$ cat src/rtl/prio_dec_pkg.sv
// Shared types and constants for the priority grant decoder.
// No logic; the FSM state encoding and counter widths live here.
// Imported by prio_grant_decoder and onehot_dec.
package prio_dec_pkg;

    typedef enum logic [1:0] {
        IDLE    = 2'd0,
        GRANT   = 2'd1,
        RELEASE = 2'd2
    } prio_state_e;

    localparam int GNT_CNT_W        = 8;
    localparam int WD_W             = 8;
    localparam int HOLD_MAX_DEFAULT = 16;

endpackage

$ cat src/rtl/onehot_dec.sv
// Index to one-hot decoder; an index >= N yields an all-zero vector.
// Latency: purely combinational, zero cycles.
// Backpressure: none, no handshake.
// Ports: idx - binary index in; oh - one-hot out (zero when idx out of range).
module onehot_dec
    import prio_dec_pkg::*;
#(
    parameter int N     = 8,
    parameter int IDX_W = $clog2(N)
) (
    input  logic [IDX_W-1:0] idx,
    output logic [N-1:0]     oh
);

    // Only bits 0..N-1 exist, so any index >= N matches nothing.
    always_comb begin
        oh = '0;
        for (int i = 0; i < N; i++) begin
            oh[i] = (idx == IDX_W'(i));
        end
    end

endmodule

$ cat src/rtl/prio_grant_decoder.sv
// Turns a priority-encoder result into a held one-hot grant; rejects no-match/out-of-range with an err pulse.
// Latency: grant visible one cycle after the accepting edge; one dead RELEASE cycle after done.
// Backpressure: in_ready is high only in IDLE; requests presented in GRANT/RELEASE are left unconsumed.
// Ports: clk, rst (sync, active-high); in_valid/in_ready/in_idx/in_none request side;
//        done release from the agent; gnt/gnt_valid/busy/err/gnt_cnt registered status outputs.
// Optional: define PRIO_DEC_TIMEOUT_EN to add a watchdog that forces RELEASE after HOLD_MAX GRANT cycles.
module prio_grant_decoder
    import prio_dec_pkg::*;
#(
    parameter int N        = 8,
    parameter int IDX_W    = $clog2(N),
    parameter int HOLD_MAX = HOLD_MAX_DEFAULT
) (
    input  logic                 clk,
    input  logic                 rst,
    input  logic                 in_valid,
    output logic                 in_ready,
    input  logic [IDX_W-1:0]     in_idx,
    input  logic                 in_none,
    input  logic                 done,
    output logic [N-1:0]         gnt,
    output logic                 gnt_valid,
    output logic                 busy,
    output logic                 err,
    output logic [GNT_CNT_W-1:0] gnt_cnt
);

    if (N < 2 || N > 32) begin : g_bad_n
        $error("prio_grant_decoder: N must be in 2..32");
    end
    if (HOLD_MAX < 1 || HOLD_MAX > 256) begin : g_bad_hold
        $error("prio_grant_decoder: HOLD_MAX must be in 1..256");
    end

    prio_state_e state;
    prio_state_e state_nx;

    logic [N-1:0] dec_oh;
    logic         idx_ok;
    logic         accept;
    logic         reject;
    logic         timeout;
    logic         wd_expired;

    onehot_dec #(
        .N     (N),
        .IDX_W (IDX_W)
    ) u_dec (
        .idx (in_idx),
        .oh  (dec_oh)
    );

    // The decoder returns zero for an out-of-range index, so a non-zero
    // result doubles as the range check.
    assign idx_ok   = |dec_oh;
    assign in_ready = (state == IDLE);

`ifdef PRIO_DEC_TIMEOUT_EN
    localparam logic [WD_W-1:0] WD_LIMIT = WD_W'(HOLD_MAX - 1);

    logic [WD_W-1:0] wd;

    // wd holds the number of GRANT cycles already completed, so it equals
    // WD_LIMIT during the HOLD_MAX-th GRANT cycle.
    always_ff @(posedge clk) begin
        if (rst) begin
            wd <= '0;
        end else if (accept) begin
            wd <= '0;
        end else if (state == GRANT) begin
            wd <= wd + WD_W'(1);
        end
    end

    assign wd_expired = (wd == WD_LIMIT);
`else
    assign wd_expired = 1'b0;
`endif

    always_comb begin
        state_nx = state;
        accept   = 1'b0;
        reject   = 1'b0;
        timeout  = 1'b0;
        case (state)
            IDLE: begin
                if (in_valid) begin
                    // in_none overrides whatever is on in_idx.
                    if (in_none || !idx_ok) begin
                        reject = 1'b1;
                    end else begin
                        accept   = 1'b1;
                        state_nx = GRANT;
                    end
                end
            end
            GRANT: begin
                // done on the limit cycle is an ordinary release.
                if (done) begin
                    state_nx = RELEASE;
                end else if (wd_expired) begin
                    state_nx = RELEASE;
                    timeout  = 1'b1;
                end
            end
            RELEASE: begin
                state_nx = IDLE;
            end
            default: begin
                state_nx = IDLE;
            end
        endcase
    end

    always_ff @(posedge clk) begin
        if (rst) begin
            state     <= IDLE;
            gnt       <= '0;
            gnt_valid <= 1'b0;
            busy      <= 1'b0;
            err       <= 1'b0;
            gnt_cnt   <= '0;
        end else begin
            state     <= state_nx;
            err       <= reject | timeout;
            busy      <= (state_nx != IDLE);
            gnt_valid <= (state_nx == GRANT);
            if (accept) begin
                gnt     <= dec_oh;
                gnt_cnt <= gnt_cnt + GNT_CNT_W'(1);
            end else if (state_nx != GRANT) begin
                gnt <= '0;
            end
        end
    end

endmodule

$ cat config.mk
export PLATFORM = sky130hd
export DESIGN_NAME = prio_grant_decoder
export DESIGN_NICKNAME = d
export VERILOG_FILES = /design/src/rtl/prio_dec_pkg.sv /design/src/rtl/onehot_dec.sv /design/src/rtl/prio_grant_decoder.sv
export SDC_FILE = /design/constraint.sdc
export NUM_CORES = 1
export LEC_CHECK = 0
export BUFFER_PORTS_ARGS = -buffer_cell sky130_fd_sc_hd__buf_4
export CORE_MARGIN = 2
export CORE_UTILIZATION = 47
export DETAILED_ROUTE_END_ITERATION = 10
export PLACE_DENSITY = 0.76
export SYNTH_ARGS = -nofsm -noshare
export SYNTH_HDL_FRONTEND = slang
export SYNTH_SLANG_ARGS = --single-unit
$ cat constraint.sdc
create_clock -name clk -period 1.9 [get_ports clk]
set_input_delay 0.285 -clock clk [delete_from_list [all_inputs] [get_ports clk]]
set_output_delay 0.285 -clock clk [all_outputs]
set_load 0.01 [all_outputs]
# Word-level counts from Yosys, hierarchy flattened

Index checks and enable logic that the tools add are counted.

Input port bits: 8
Register bits after elaboration: 21
Output and inout bits: 20

Mux-type cells: 10
Equal/unequal tests: 10
Reduce and logical (&&, ||, !) cells: 8
Bitwise operators: 2
Add/sub/neg operators: 1

Operators with widths:

| kind                                                                   | number |
|---|---|
| 8-bit 2-to-1 mux                                                       | 2 |
| 3-bit equality test (second input constant)                            | 4 |
| 8-bit by 1-bit adder with 8-bit output (second input constant)         | 1 |
| 8-bit OR reduction                                                     | 1 |
| 3-bit by 2-bit equality test with 1-bit output (second input constant) | 2 |
| 2-bit 2-to-1 mux                                                       | 3 |
| 2-bit by 1-bit equality test with 1-bit output (second input constant) | 2 |
| 1-bit 2-to-1 mux                                                       | 4 |
| 2-bit case mux with 2 select lines                                     | 1 |
| 2-bit nonzero test                                                     | 2 |
| 3-bit by 1-bit equality test with 1-bit output (second input constant) | 1 |
| 3-bit logical NOT                                                      | 1 |
| 3-bit OR reduction                                                     | 1 |
| 2-bit logical NOT                                                      | 1 |
| 2-bit by 1-bit != test with 1-bit output (second input constant)       | 1 |
| 1-bit inverter                                                         | 2 |
| 1-bit logical NOT                                                      | 1 |
| 1-bit logical OR                                                       | 1 |

# Logic depth before layout (Yosys ltp)

Gate-level depths: netlist of run 1.

Depth after elaboration: 10
Gate-level depth with buffers: 4
Gate-level depth less buffers: 4

# Cells and area by module

A second synthesis of run 1 with hierarchy kept.

Cells, all modules: 96
Area, all modules: 875.8 µm²

By module, submodules not included:

| module             | area each (µm²) | cells an instance | times used |
|---|---|---|---|
| prio_grant_decoder | 810.8           | 88                | 1 |
| onehot_dec         | 65.1            | 8                 | 1 |

# Worst setup path before layout of run 1

Ideal clock, no wire load.

Path type: reg2reg
Start point: register state[1]
End point: register gnt_cnt[5]
Data required time: 1,830 ps
Path slack: 240 ps
Path buffers: 1
Data arrival time: 1,590 ps
Period minus slack after synthesis: 1,660 ps
Setup time: 70 ps
Cell stages (with the launch flop): 5
Cell sequence: dfxtp_1 or4b_1 buf_2 or4_1 a21oi_1

Longest elaborated chain between the ends: 2

Ends and longest elaborated chain:

| element                | line                      | text |
|---|---|---|
| start, declared        | prio_grant_decoder.sv:35  | `prio_state_e state;` |
| start signal, assigned | prio_grant_decoder.sv:124 | `state <= state_nx;` |
| 2-bit logical NOT      | prio_grant_decoder.sv:85  | `case (state)` |
| 1-bit 2-to-1 mux       | prio_grant_decoder.sv:85  |  |
| end signal, assigned   | prio_grant_decoder.sv:130 | `gnt_cnt <= gnt_cnt + GNT_CNT_W'(1);` |
| end, declared          | prio_grant_decoder.sv:25  | `output logic [GNT_CNT_W-1:0] gnt_cnt` |

Every way passes these cells.
A chain may end at the register's enable or synchronous reset.

# Worst setup path after layout of run 1

Ends and elaborated chain as after synthesis.

==> metrics.txt, run 1 <==
top sig layer met4; Inserted Clock Buffers 3; Sw Ratio 0.239; ANT cells 0; Worst setup SP type register; detailed-routing wirelength on met1 750 µm; crit path time final 1.74 ns; CTS Root Cell clkbuf_4; post-synthesis compound-gate area fraction 0.165; flops & latches, synth 21; simple-gate share of the synthesized area 0.251; Die Y 45.7 µm; vias in the first global route 604; slowest stage delay, CP 0.61 ns; worst hold path cell count 2; sequential fraction of the synthesis area 0.514; Bufs on Longest Clock Path 2; Port Buf Inserts 27; Worst Hold Launch done; core footprint 0.00169 mm²; clock skew 0.00949 ns; routed length on met2 783 µm; Chip Width 45.7 µm; Worst Path Buf+Inv 0; hold endpoint state[1]$_SDFF_PP0_; synthesis-to-layout area growth 32.6%; sequential power share 0.615; area share of fa/ha/maj cells after synthesis 0.0153; DRT Wirelength 1680 µm; CP max FO 10; clock group share of total power 0.278; Post-Syn Instances 88; RR Startpoint state[1]$_SDFF_PP0_; Syn Nets 97; largest net degree at the start of global routing 23; global placement routability congestion 0.775; most frequent cells in the layout 30 x buf_4, 21 x dfxtp_1, 13 x nor2_1; DRC marker count from the first detailed-route iteration 5; Hold WC Path Type input port to register; f_max 574 MHz; Peak VDD IR 0.578 mV; leakage power 0.442 nW; wire length on met3 107 µm; worst path cell trace or4b_4 -> or4_1 -> a21oi_1; layout cells sized above 1 0.314; synth warn 0; Worst path top cell family by delay simple AND/OR/NAND/NOR gates; mux cell area share after synthesis 0.0138; post-route ant nets 0; Slew HR 0.857; Final period util 0.917; Mean Syn Cell Area 9.30 µm²; # hold bufs at CTS 0; average vias per placed instance 5.65; Max-Cap Viols 0; TritonCTS clock tree done; xor and xnor area share after synthesis 0.0107; clk_lat worst skew 0.30 ns; CP Capture Type register; DRC viols 0; clk slew on worst S/H paths 0.12 ns; final hold violations 0; net switching power 178 µW; final core occ 0.642; DP HPWL 1200 µm; Power Internal 567 µW; Synth cell types 22; reg2reg path depth 3; Tot GR Track Use 0.177; most common cell after layout, fill and taps aside buf_4; grt ovf 0; Avg WL per Cell 12.4 µm; status completed; largest family of logic cells by synthesized area simple AND/OR/NAND/NOR gates; Initial Util 0.484; RSZ-0062 raised after global routing false; Ports 28; reg2reg setup slack 0.16 ns; Fillers 149; actual slew at the worst max-slew pin 0.215 ns; die footprint 0.00209 mm²; Slew Viols, Final 0; first-pass GRT wire length 2630 µm; critical path class register to register; NumNets Final 128; Logic pwr share 0.107; WP data arrival 1.97 ns; crit path max-delay cell type or4b_4; DRT Pass-1 Iters 4; Crit path required time 2.13 ns; Worst R2R End gnt_cnt[5]$_SDFFE_PP0N_; Setup violations, final 0; initial antenna violation count 0; power density of the placed cells 687 mW/mm²; Syn Std Cell Area 818 µm²; setup bufs post-CTS 0; # clock sinks 21; total number of vias 763; htree depth 1; num rows 15; setup_tns 0 ns
==> flip-flops by register name (all words and copies together) (netlist names) <==
| register | flops |
|---|---|
| busy | 1 |
| gnt | 8 |
| gnt_valid | 1 |
| state | 2 |
| gnt_cnt | 8 |
| err | 1 |
==> final cells by class <==
type | instances | area, µm² | area share
clock buffers | 3 | 22.5 | 0.0208
clock inverters | 1 | 5.00 | 0.00461
inverters | 2 | 7.51 | 0.00692
multi-input cells | 61 | 383 | 0.353
flip-flops and latches | 21 | 420 | 0.388
well taps | 17 | 21.3 | 0.0196
repair buffers | 30 | 225 | 0.208
==> metrics by stage <==
step	total power, mW	std cells	cell area (µm²)	hold WS, ns	setup slack, ns
final	0.745	135	1080	0.252	0.158
after global routing	0.780	135	1080	0.252	0.102
after CTS	0.750	135	1080	0.251	0.0569
after detailed placement	0.546	131	1050	0.454	0.0789
after global placement	0.545	131	1050	0.447	0.132
after floorplan	0.505	88	818	0.435	0.240
==> cells in the mapped netlist, drive strengths merged <==
cell type / count / area (µm²)
nand2: 6 / 22.5
nor2: 13 / 48.8
nand4: 4 / 25.0
xnor2: 1 / 8.76
nand3: 2 / 10.0
or4: 4 / 30.0
and4b: 1 / 10.0
a21o: 1 / 7.51
a21oi: 9 / 45.0
mux2: 1 / 11.3
a32oi: 6 / 52.6
ha: 1 / 12.5
nor2b: 3 / 18.8
nor3b: 2 / 15.0
dfxtp: 21 / 420
inv: 2 / 7.51
nand2b: 1 / 6.26
buf: 4 / 17.5
or4b: 1 / 10.0
o31ai: 4 / 30.0
nor4b: 1 / 8.76
==> per-layer routing <==
metal  track usage  vias up
met3        0.0278        4
met5             0        -
met2         0.270       22
met4         0.103        0
li1              -      386
met1         0.235      351
==> cell families after synthesis <==
kind of cell | count (synthesis)
and+or+nand+nor | 38
DFF | 21
AOI/OAI and AO/OA | 20
buffers and inverters | 6
xor gates and xnor gates | 1
muxes | 1
adders and majority gates | 1
==> power groups by stage <==
stage	combinational (mW)	sequential (mW)	clock, mW
after global placement	0.0777	0.467	0
after global routing	0.0882	0.460	0.232
after detailed placement	0.0784	0.468	0
final	0.0799	0.458	0.207
after floorplan	0.0352	0.470	0
after CTS	0.0789	0.458	0.214
==> how the worst max path moves through the flow <==
| stage | from | cells after the start | slack [ns] | endpoint |
|---|---|---|---|---|
| final | state[1]$_SDFF_PP0_ | 3 | 0.16 | gnt_cnt[5]$_SDFFE_PP0N_ |
| after global placement | in_none | 4 | 0.13 | gnt_cnt[7]$_SDFFE_PP0N_ |
| after floorplan | state[1]$_SDFF_PP0_ | 4 | 0.24 | gnt_cnt[5]$_SDFFE_PP0N_ |
| after CTS | state[1]$_SDFF_PP0_ | 3 | 0.06 | gnt_cnt[5]$_SDFFE_PP0N_ |
| after global routing | state[1]$_SDFF_PP0_ | 3 | 0.10 | gnt_cnt[6]$_SDFFE_PP0N_ |
| after detailed placement | in_none | 4 | 0.08 | gnt_cnt[5]$_SDFFE_PP0N_ |
==> timing repair <==
action / in CTS / in global routing
hold endpoints to repair: 0 / 0
setup endpoints to repair: 0 / 1
resized for setup: 0 / 1
Power figures use the tool's default switching activity.
==> run 2, diff against run 1 <==
--- a/config.mk
+++ b/config.mk
@@ -9,7 +9,7 @@
 export CORE_MARGIN = 2
 export CORE_UTILIZATION = 47
 export DETAILED_ROUTE_END_ITERATION = 10
-export PLACE_DENSITY = 0.76
+export PLACE_DENSITY = 0.8
 export SYNTH_ARGS = -nofsm -noshare
 export SYNTH_HDL_FRONTEND = slang
 export SYNTH_SLANG_ARGS = --single-unit
==> run 2 against run 1 <==
Net effect:
- global-route usage is 0.31 points higher
- utilization rose by 0.15 points
- wire length decreased by 2.2%
- combinational power about the same
- largest power group unchanged
==> metrics.txt, run 2 (synthesis results as in run 1) <==
critical path class register to register; # hold bufs at CTS 0 (unchanged); Tot GR Track Use 0.180 (+0.00313); final hold violations 0 (unchanged); Final period util 0.936 (+0.0194); RSZ-0062 raised after global routing false; reg2reg setup slack 0.12 ns (-0.04 ns); DRC viols 0 (unchanged); Crit path required time 2.13 ns (about the same); Avg WL per Cell 12.0 µm (-2.9%); die footprint 0.00209 mm² (unchanged); CP Capture Point gnt_cnt[5]$_SDFFE_PP0N_; crit path max-delay cell type or4b_1; RR Startpoint state[1]$_SDFF_PP0_; WP data arrival 2.01 ns (+0.04 ns); Crit path depth 3 (unchanged); reg2reg path depth 3 (unchanged); Slew HR 0.851 (-0.00617); clk_lat worst skew 0.29 ns (about the same); crit path time final 1.78 ns (+0.0368 ns); vias in the first global route 633 (+4.8%); first-pass GRT wire length 2640 µm (+0.53%); CP Capture Type register; Initial Util 0.484 (unchanged); Worst path top cell family by delay simple AND/OR/NAND/NOR gates; average vias per placed instance 5.44 (-3.7%); Inserted Clock Buffers 3 (unchanged); initial antenna violation count 0 (unchanged); most common cell after layout, fill and taps aside buf_4; most frequent cells in the layout 31 x buf_4, 21 x dfxtp_1, 13 x nor2_1; largest net degree at the start of global routing 23 (unchanged); CTS Root Cell clkbuf_4; clk slew on worst S/H paths 0.11 ns (about the same); f_max 562 MHz (-2.1%); Worst R2R End gnt_cnt[5]$_SDFFE_PP0N_; status completed; fin cells 136 (+0.74%); Port Buf Inserts 27 (unchanged); actual slew at the worst max-slew pin 0.223 ns (+0.00867 ns); Slew Viols, Final 0 (unchanged); Ports 28 (unchanged); Placed Cells 132 (+0.76%); NumNets Final 129 (+0.78%); post-route ant nets 0 (unchanged); setup_tns 0 ns (unchanged); # clock sinks 21 (unchanged); DRT Pass-1 Iters 3 (-1); Fillers 161 (+8.1%); core footprint 0.00169 mm² (unchanged); Bufs on Longest Clock Path 2 (unchanged); TritonCTS clock tree done; DRT Wirelength 1640 µm (-2.2%); grt ovf 0 (unchanged); CP max FO 8 (-2); Chip Width 45.7 µm (unchanged); Worst setup SP type register; num rows 15 (unchanged); Hold WC Path Type input port to register; synthesis-to-layout area growth 32.9%; Peak VDD IR 0.490 mV (-15%); DP HPWL 1210 µm (+1.1%); layout cells sized above 1 0.303 (-0.0110); worst path cell trace or4b_1 -> or4_1 -> a21oi_1; leakage power 0.442 nW (about the same); DRC marker count from the first detailed-route iteration 7 (+2); setup bufs post-CTS 0 (unchanged); post-CTS sizing 0 (unchanged); Max-Cap Viols 0 (unchanged); Worst Path Buf+Inv 0 (unchanged); Setup violations, final 0 (unchanged); ANT cells 0 (unchanged); Worst Hold Launch done; clock skew 0.00134 ns (-0.00815 ns); Die Y 45.7 µm (unchanged); crit path from state[1]$_SDFF_PP0_; total number of vias 740 (-3.0%); slowest stage delay, CP 0.66 ns (+0.05 ns); global placement routability congestion 0.745 (-3.9%); htree depth 1 (unchanged); largest registers gnt x8, gnt_cnt x8, state x2; power density of the placed cells 688 mW/mm² (+0.21%)
run 2: routing by layer:
metal	wire length [µm]	share of wire	GRT usage
met5	0	0	0
met4	12	0.0073	0.103
met3	95	0.058	0.0476
met2	781	0.48	0.276
met1	748	0.46	0.227
run 2: worst min path at each step:
stage                     endpoint  cells after the start
5_1_grt        state[1]$_SDFF_PP0_                      2
4_1_cts        state[1]$_SDFF_PP0_                      2
6_report       state[1]$_SDFF_PP0_                      2
2_1_floorplan  gnt[7]$_SDFFE_PP0P_                      2
3_3_place_gp   gnt[3]$_SDFFE_PP0P_                      2
3_5_place_dp   gnt[3]$_SDFFE_PP0P_                      2
run 2: stage by stage:
step | power [mW] | utilization | hold slack (ns) | worst slack, ns | cell area, µm²
3_3_place_gp | 0.546 | 0.628 | 0.448 | 0.168 | 1060
3_5_place_dp | 0.548 | 0.628 | 0.451 | 0.118 | 1060
6_report | 0.748 | 0.644 | 0.258 | 0.122 | 1090
5_1_grt | 0.790 | 0.644 | 0.247 | 0.0611 | 1090
4_1_cts | 0.759 | 0.644 | 0.248 | 0.107 | 1090
2_1_floorplan | 0.505 | - | 0.435 | 0.240 | 818
run 2: where the power goes:
part           switching, mW  internal (mW)  total [mW]
registers            0.00790          0.450       0.458
clock network          0.129         0.0817       0.211
logic                 0.0408         0.0391      0.0800
total                  0.178          0.571       0.748
run 2: final cells by class:
type,instances,area [µm²],share of cell area
timing repair buffer,31,233,0.214
multi-input combinational,61,379,0.349
inverter,2,7.51,0.00690
tap,17,21.3,0.0196
clock buffer,4,26.3,0.0242
sequential,21,420,0.387
